**src/rtl/weight_update_vec.sv**
```systemverilog
// weight_update_vec: feedback-path weight updater for the simplified CCSDS-123 predictor.
// Holds the six-entry signed weight vector that feeds the dot-product multipliers and
// updates it from the prediction-error sign and the six local differences.
//
// Ports:
//   clk        clock
//   rst_n      asynchronous reset, active-low (weights load the initial vector)
//   init       synchronous re-initialisation of the weights (highest priority)
//   upd_en     update request, accepted only while upd_ready=1
//   upd_ready  idle and able to accept an update
//   err_neg    1 = prediction error negative
//   rho        right-shift exponent applied to the signed local difference
//   ld         packed signed local differences, component k at [k*D_WIDTH +: D_WIDTH]
//   w          packed signed weights, same ordering, straight from the weight registers
//   w_valid    one-cycle pulse after the weights change (update applied or init)
module weight_update_vec #(
    parameter int unsigned OMEGA     = 16,
    parameter int unsigned WT_WIDTH  = OMEGA + 3,
    parameter int unsigned D_WIDTH   = 15,
    parameter int unsigned RHO_WIDTH = 5
) (
    input  logic                      clk,
    input  logic                      rst_n,
    input  logic                      init,
    input  logic                      upd_en,
    output logic                      upd_ready,
    input  logic                      err_neg,
    input  logic [RHO_WIDTH-1:0]      rho,
    input  logic [6*D_WIDTH-1:0]      ld,
    output logic [6*WT_WIDTH-1:0]     w,
    output logic                      w_valid
);

    // t needs one extra bit so negating the most negative difference cannot overflow;
    // the delta path carries one more for the +1 rounding term.
    localparam int unsigned TW = D_WIDTH + 1;
    localparam int unsigned DW = D_WIDTH + 2;
    localparam int unsigned SW = WT_WIDTH + 1;

    typedef enum logic [1:0] {StIdle, StCalc, StApply} state_e;

    state_e                    state;
    logic                      err_neg_q;
    logic [RHO_WIDTH-1:0]      rho_q;
    logic [6*D_WIDTH-1:0]      ld_q;
    logic signed [DW-1:0]      delta_q [6];
    logic signed [WT_WIDTH-1:0] w_q    [6];

    logic signed [TW-1:0]      t_val   [6];
    logic signed [TW-1:0]      s_val   [6];
    logic signed [DW-1:0]      s_inc   [6];
    logic signed [DW-1:0]      delta_d [6];
    logic signed [SW-1:0]      sum     [6];
    logic signed [WT_WIDTH-1:0] w_sat  [6];

    // Initial vector: W0 = 7*2^(OMEGA-3), each next entry is the previous divided by 8.
    function automatic logic signed [WT_WIDTH-1:0] init_weight(input int unsigned k);
        logic [WT_WIDTH-1:0] w0;
        w0 = WT_WIDTH'(7) << (OMEGA - 3);
        return $signed(w0 >> (3 * k));
    endfunction

    assign upd_ready = (state == StIdle) & ~init;

    for (genvar g = 0; g < 6; g++) begin : g_wout
        assign w[g*WT_WIDTH +: WT_WIDTH] = w_q[g];
    end

    always_comb begin
        for (int k = 0; k < 6; k++) begin
            t_val[k] = $signed({ld_q[k*D_WIDTH + D_WIDTH - 1], ld_q[k*D_WIDTH +: D_WIDTH]});
            if (err_neg_q) begin
                t_val[k] = -t_val[k];
            end
            s_val[k]   = t_val[k] >>> rho_q;
            // Round half up: (s + 1) >>> 1.
            s_inc[k]   = $signed({s_val[k][TW-1], s_val[k]}) +
                         $signed({{(DW-1){1'b0}}, 1'b1});
            delta_d[k] = s_inc[k] >>> 1;

            sum[k] = $signed({w_q[k][WT_WIDTH-1], w_q[k]}) +
                     $signed({{(SW-DW){delta_q[k][DW-1]}}, delta_q[k]});
            // Top two bits disagree only when the sum left the weight range.
            if (sum[k][SW-1] != sum[k][SW-2]) begin
                w_sat[k] = sum[k][SW-1] ? $signed({1'b1, {(WT_WIDTH-1){1'b0}}})
                                        : $signed({1'b0, {(WT_WIDTH-1){1'b1}}});
            end else begin
                w_sat[k] = sum[k][WT_WIDTH-1:0];
            end
        end
    end

    always_ff @(posedge clk or negedge rst_n) begin
        if (!rst_n) begin
            state     <= StIdle;
            w_valid   <= 1'b0;
            err_neg_q <= 1'b0;
            rho_q     <= '0;
            ld_q      <= '0;
            for (int k = 0; k < 6; k++) begin
                delta_q[k] <= '0;
                w_q[k]     <= init_weight(k);
            end
        end else begin
            w_valid <= 1'b0;
            if (init) begin
                // Any captured request or pending delta is dropped.
                state   <= StIdle;
                w_valid <= 1'b1;
                for (int k = 0; k < 6; k++) begin
                    delta_q[k] <= '0;
                    w_q[k]     <= init_weight(k);
                end
            end else begin
                unique case (state)
                    StIdle: begin
                        if (upd_en) begin
                            err_neg_q <= err_neg;
                            rho_q     <= rho;
                            ld_q      <= ld;
                            state     <= StCalc;
                        end
                    end
                    StCalc: begin
                        for (int k = 0; k < 6; k++) begin
                            delta_q[k] <= delta_d[k];
                        end
                        state <= StApply;
                    end
                    StApply: begin
                        for (int k = 0; k < 6; k++) begin
                            w_q[k] <= w_sat[k];
                        end
                        w_valid <= 1'b1;
                        state   <= StIdle;
                    end
                    default: state <= StIdle;
                endcase
            end
        end
    end

endmodule

```
**config.mk**
```make
export PLATFORM = sky130hd
export DESIGN_NAME = weight_update_vec
export DESIGN_NICKNAME = d
export VERILOG_FILES = /design/src/rtl/weight_update_vec.sv
export SDC_FILE = /design/constraint.sdc
export NUM_CORES = 1
export LEC_CHECK = 0
export ABC_AREA = 1
export CORE_MARGIN = 2
export CORE_UTILIZATION = 66
export CTS_BUF_LIST = sky130_fd_sc_hd__clkbuf_4
export CTS_CLUSTER_DIAMETER = 100
export DETAILED_ROUTE_END_ITERATION = 10
export PLACE_DENSITY = 0.89
export SLEW_MARGIN = 20
export SYNTH_ARGS = -nofsm -noshare
export SYNTH_HDL_FRONTEND = slang
export SYNTH_SLANG_ARGS = --single-unit
```
**constraint.sdc**
```tcl
create_clock -name clk -period 9.05 [get_ports clk]
set_input_delay 2.715 -clock clk [delete_from_list [all_inputs] [get_ports clk]]
set_output_delay 2.715 -clock clk [all_outputs]
set_load 0.05 [all_outputs]
```
==> flow_summary.yaml <==
grt:
  antenna_found_initial: 1
  gr-usage-met3_pct: 7.031
  met1_usage_pct: 55.75
  global_route.usage.total_pct: 37.58
  grt_pass1_wl_mm: 128.1
  grt.overflow.total: 0
  busiest_layer: "met1"
  grt_use_met2_pct: 55.12
  grt_pass1_vias: 25910
  grt_max_degree: 135
floorplan:
  floorplan_row_count: 73
  die_y_um: 203.5
  fp.dieArea_um2: 41410
  chipWidth_um: 203.5
  placeableCoreArea_um2: 39550
  initial_core_util_pct: 66.41
  design.portCount: 216
logic_synthesis:
  synthTopCellsByArea: "sky130_fd_sc_hd__dfrtp_1 28%, sky130_fd_sc_hd__nand2_1 19%, sky130_fd_sc_hd__nand3_1 13%, sky130_fd_sc_hd__ha_1 6.6%, sky130_fd_sc_hd__o21ai_0 5.7%"
  synth_seq_cells: 309
  post_synthesis_cell_type_count: 51
  dominant_combinational_cell_family_by_area_after_synthesis: "simple AND/OR/NAND/NOR gates"
  synthesis.instances: 4178
  synth_cell_area_um2: 26270
  synth_flop_cell: "sky130_fd_sc_hd__dfrtp_1"
  synth_top_area_cell: "sky130_fd_sc_hd__dfrtp_1"
  yosysWarningCount: 0
  synth_top_area_share_pct: 27.91
  synth_enable_flop_cells: 0
  avgSynthCellArea_um2: 6.287
  synth_async_sr_flop_share_pct: 100.0
  yosys.area_share.simple_pct: 39.96
  synth-compound-area-share_pct: 14.01
  synth_adder_area_share_pct: 7.031
  synthesis.nets: 4422
  synth_xor_xnor_area_share_pct: 1.767
  synth.area.mux_share_pct: 0
  yosysSeqAreaShare_pct: 29.51
detailed_routing:
  drt_first_pass_iters: 6
  routed-via-count: 28912
  drt_drc_violations_left: 0
  drt_iter0_markers: 3048
  avgRoutedWirePerCell_um: 15.71
  drt.antenna.violating_nets: 0
  drt_wl_total_mm: 77.43
  post_drt_via_cell_ratio: 5.867
sta:
  timing.max_slew.rel_slack_pct: 32.30
  maxSlewViolCount: 0
  timing.final.hold_violations: 0
  final.setup.tns_ns: 0
  post-route-min-period_ns: 7.138
  finalClockSkew_ns: 0.07741
  setup_violations: 0
  fin_crit_sh_pct: 78.88
  achievable-frequency_mhz: 140.1
  grt_setup_unrepaired: "false"
  timing_worst_slew_pin_value_ns: 1.012
run_status:
  run_status: "finished clean"
clock_network:
  postCtsHoldBufs: 0
  post_cts_resize_count: 0
  clock_path_buffers: 3
  cts.root.buffer_cell: "sky130_fd_sc_hd__clkbuf_4"
  tritoncts: "done"
  clkSinkCount: 309
  postCtsSetupBuffers: 0
  cts.htree.levels: 3
  clk_latency_ns: 0.82
  path_clk_slew_ns: 0.06
  cts_made_buffers: 85
min_path:
  hold_depth: 2
  min-delay-path-class: "reg -> reg"
setup_path:
  setup.reg_to_reg.worst_slack_ns: 4.45
  worst-endpoint-required_ns: 6.34
  reg2reg_depth: 21
  setup.worst_path.start_class: "input pin"
  crit_type: "in -> out"
  critical_path_peak_fanout: 4
  startpoint: "init"
  worstPathCellList: "clkdlybuf4s50_1, inv_1, nand2_1, inv_1, clkdlybuf4s50_1"
  cp-end-kind: "output port"
  crit-reg2reg-launch: "delta_q[34]"
  critPathArrivalTime_ns: 4.42
  slowest_library_cell_on_the_worst_path: "sky130_fd_sc_hd__clkdlybuf4s50_1"
  critical_path.reg2reg.endpoint: "w[57]"
  cp-endpoint: "upd_ready"
  cpPeakStageDelay_ns: 0.81
flow_run:
  cap_violations: 0
cells_and_area:
  layout-drive-gt1-share_pct: 6.224
  syn_to_final_growth_pct: 12.80
  fin_nets: 4585
  layout_commonest_cell: "sky130_fd_sc_hd__nand2_1"
  final_cells: 4928
  final_cell_mix: "1350 x sky130_fd_sc_hd__nand2_1, 666 x sky130_fd_sc_hd__nand3_1, 321 x sky130_fd_sc_hd__inv_1, 314 x sky130_fd_sc_hd__nor2_1, 297 x sky130_fd_sc_hd__o21ai_0"
place:
  numPlacedInstances: 4779
  place.detailed.hpwl_mm: 57.43
  port_buffers: 215
  placer_s_final_routability_congestion_estimate: 1.022
power_and_ir_drop:
  p_leak_nw: 15.32
  switching_share_pct: 48.61
  internal_power_mw: 3.109
  power.ir.vdd_worst_mv: 0.1474
  seq_power_share_pct: 28.3
  power.net_switching_mw: 2.941
  power-per-cell-area_nw_per_um2: 204.2
  power_frac_clock_pct: 21.3
  p_comb_share_pct: 50.4
-- worst max-delay path, delay by kind of cell --
family | cells | cell delay (ns)
simple gates | 1 | 0.08
buf+inv | 4 | 1.63
-- cell usage after synthesis (17+ instances only) --
| master | instances |
|---|---|
| sky130_fd_sc_hd__a21o_1 | 17 |
| sky130_fd_sc_hd__a21oi_1 | 228 |
| sky130_fd_sc_hd__a31oi_1 | 22 |
| sky130_fd_sc_hd__buf_1 | 45 |
| sky130_fd_sc_hd__buf_2 | 22 |
| sky130_fd_sc_hd__clkbuf_1 | 75 |
| sky130_fd_sc_hd__dfrtp_1 | 293 |
| sky130_fd_sc_hd__ha_1 | 138 |
| sky130_fd_sc_hd__inv_1 | 323 |
| sky130_fd_sc_hd__inv_2 | 32 |
| sky130_fd_sc_hd__nand2_1 | 1350 |
| sky130_fd_sc_hd__nand3_1 | 666 |
| sky130_fd_sc_hd__nand4_1 | 43 |
| sky130_fd_sc_hd__nor2_1 | 318 |
| sky130_fd_sc_hd__nor2_2 | 30 |
| sky130_fd_sc_hd__nor3_1 | 25 |
| sky130_fd_sc_hd__o211ai_1 | 17 |
| sky130_fd_sc_hd__o21ai_0 | 297 |
| sky130_fd_sc_hd__o21ai_1 | 52 |
| sky130_fd_sc_hd__xor2_1 | 38 |
-- power by group through the flow --
stage,sequential [mW],clock (mW),combinational [mW]
floorplan,1.71,0,2.22
global placement,1.72,0,2.90
detailed placement,1.73,0,2.95
CTS,1.70,1.31,2.97
global route,1.73,1.38,3.42
finish,1.71,1.29,3.05
-- layout make-up --
class	count	area [um2]
Inverter	361	1358
Sequential cell	309	7760
Fill cell	3308	9920
Clock buffer	116	870.8
Antenna cell	1	2.502
Multi-Input combinational cell	3354	16510
Clock inverter	32	188.9
Timing Repair Buffer	230	2282
Tap cell	525	656.9
-- how the worst min path moves through the flow --
stage	start	to
2_1_floorplan	delta_q[28]	delta_q[28]
3_3_place_gp	delta_q[92]	delta_q[92]
3_5_place_dp	delta_q[42]	delta_q[42]
4_1_cts	delta_q[42]	delta_q[42]
5_1_grt	delta_q[42]	delta_q[42]
6_report	delta_q[42]	delta_q[42]
-- cell families after synthesis --
kind of cell,Yosys count
simple gates,2476
compound gates,681
buf+inv,515
flops,309
fa+ha+maj,144
xor+xnor,53
-- flip-flops by register name (all words and copies together), names as in the netlist --
register	count
delta_q	96
err_neg_q	1
ld_q	90
rho_q	5
state	2
w	114
w_valid	1
-- per-stage QoR --
stage          setup WS, ns  util, %  hold WS (ns)  total power, mW  cell area, um2
2_1_floorplan         3.188        -        0.4528            3.932           26270
3_3_place_gp          1.945    72.23        0.4691            4.619           28570
3_5_place_dp          1.920    72.23        0.4711            4.674           28570
4_1_cts               1.911    74.91        0.4879            5.976           29630
5_1_grt               1.854    74.92        0.4974            6.522           29630
6_report              1.912    74.92        0.4867            6.050           29630
-- per-layer routing --
layer	vias up	part of all wire, %	routed length [um]
met4	0	2.6	2003
met2	1436	42	32790
met5	-	0	0
met3	139	10	8007
met1	13066	45	34630
li1	14271	-	-
Power figures use the tool's default switching activity.
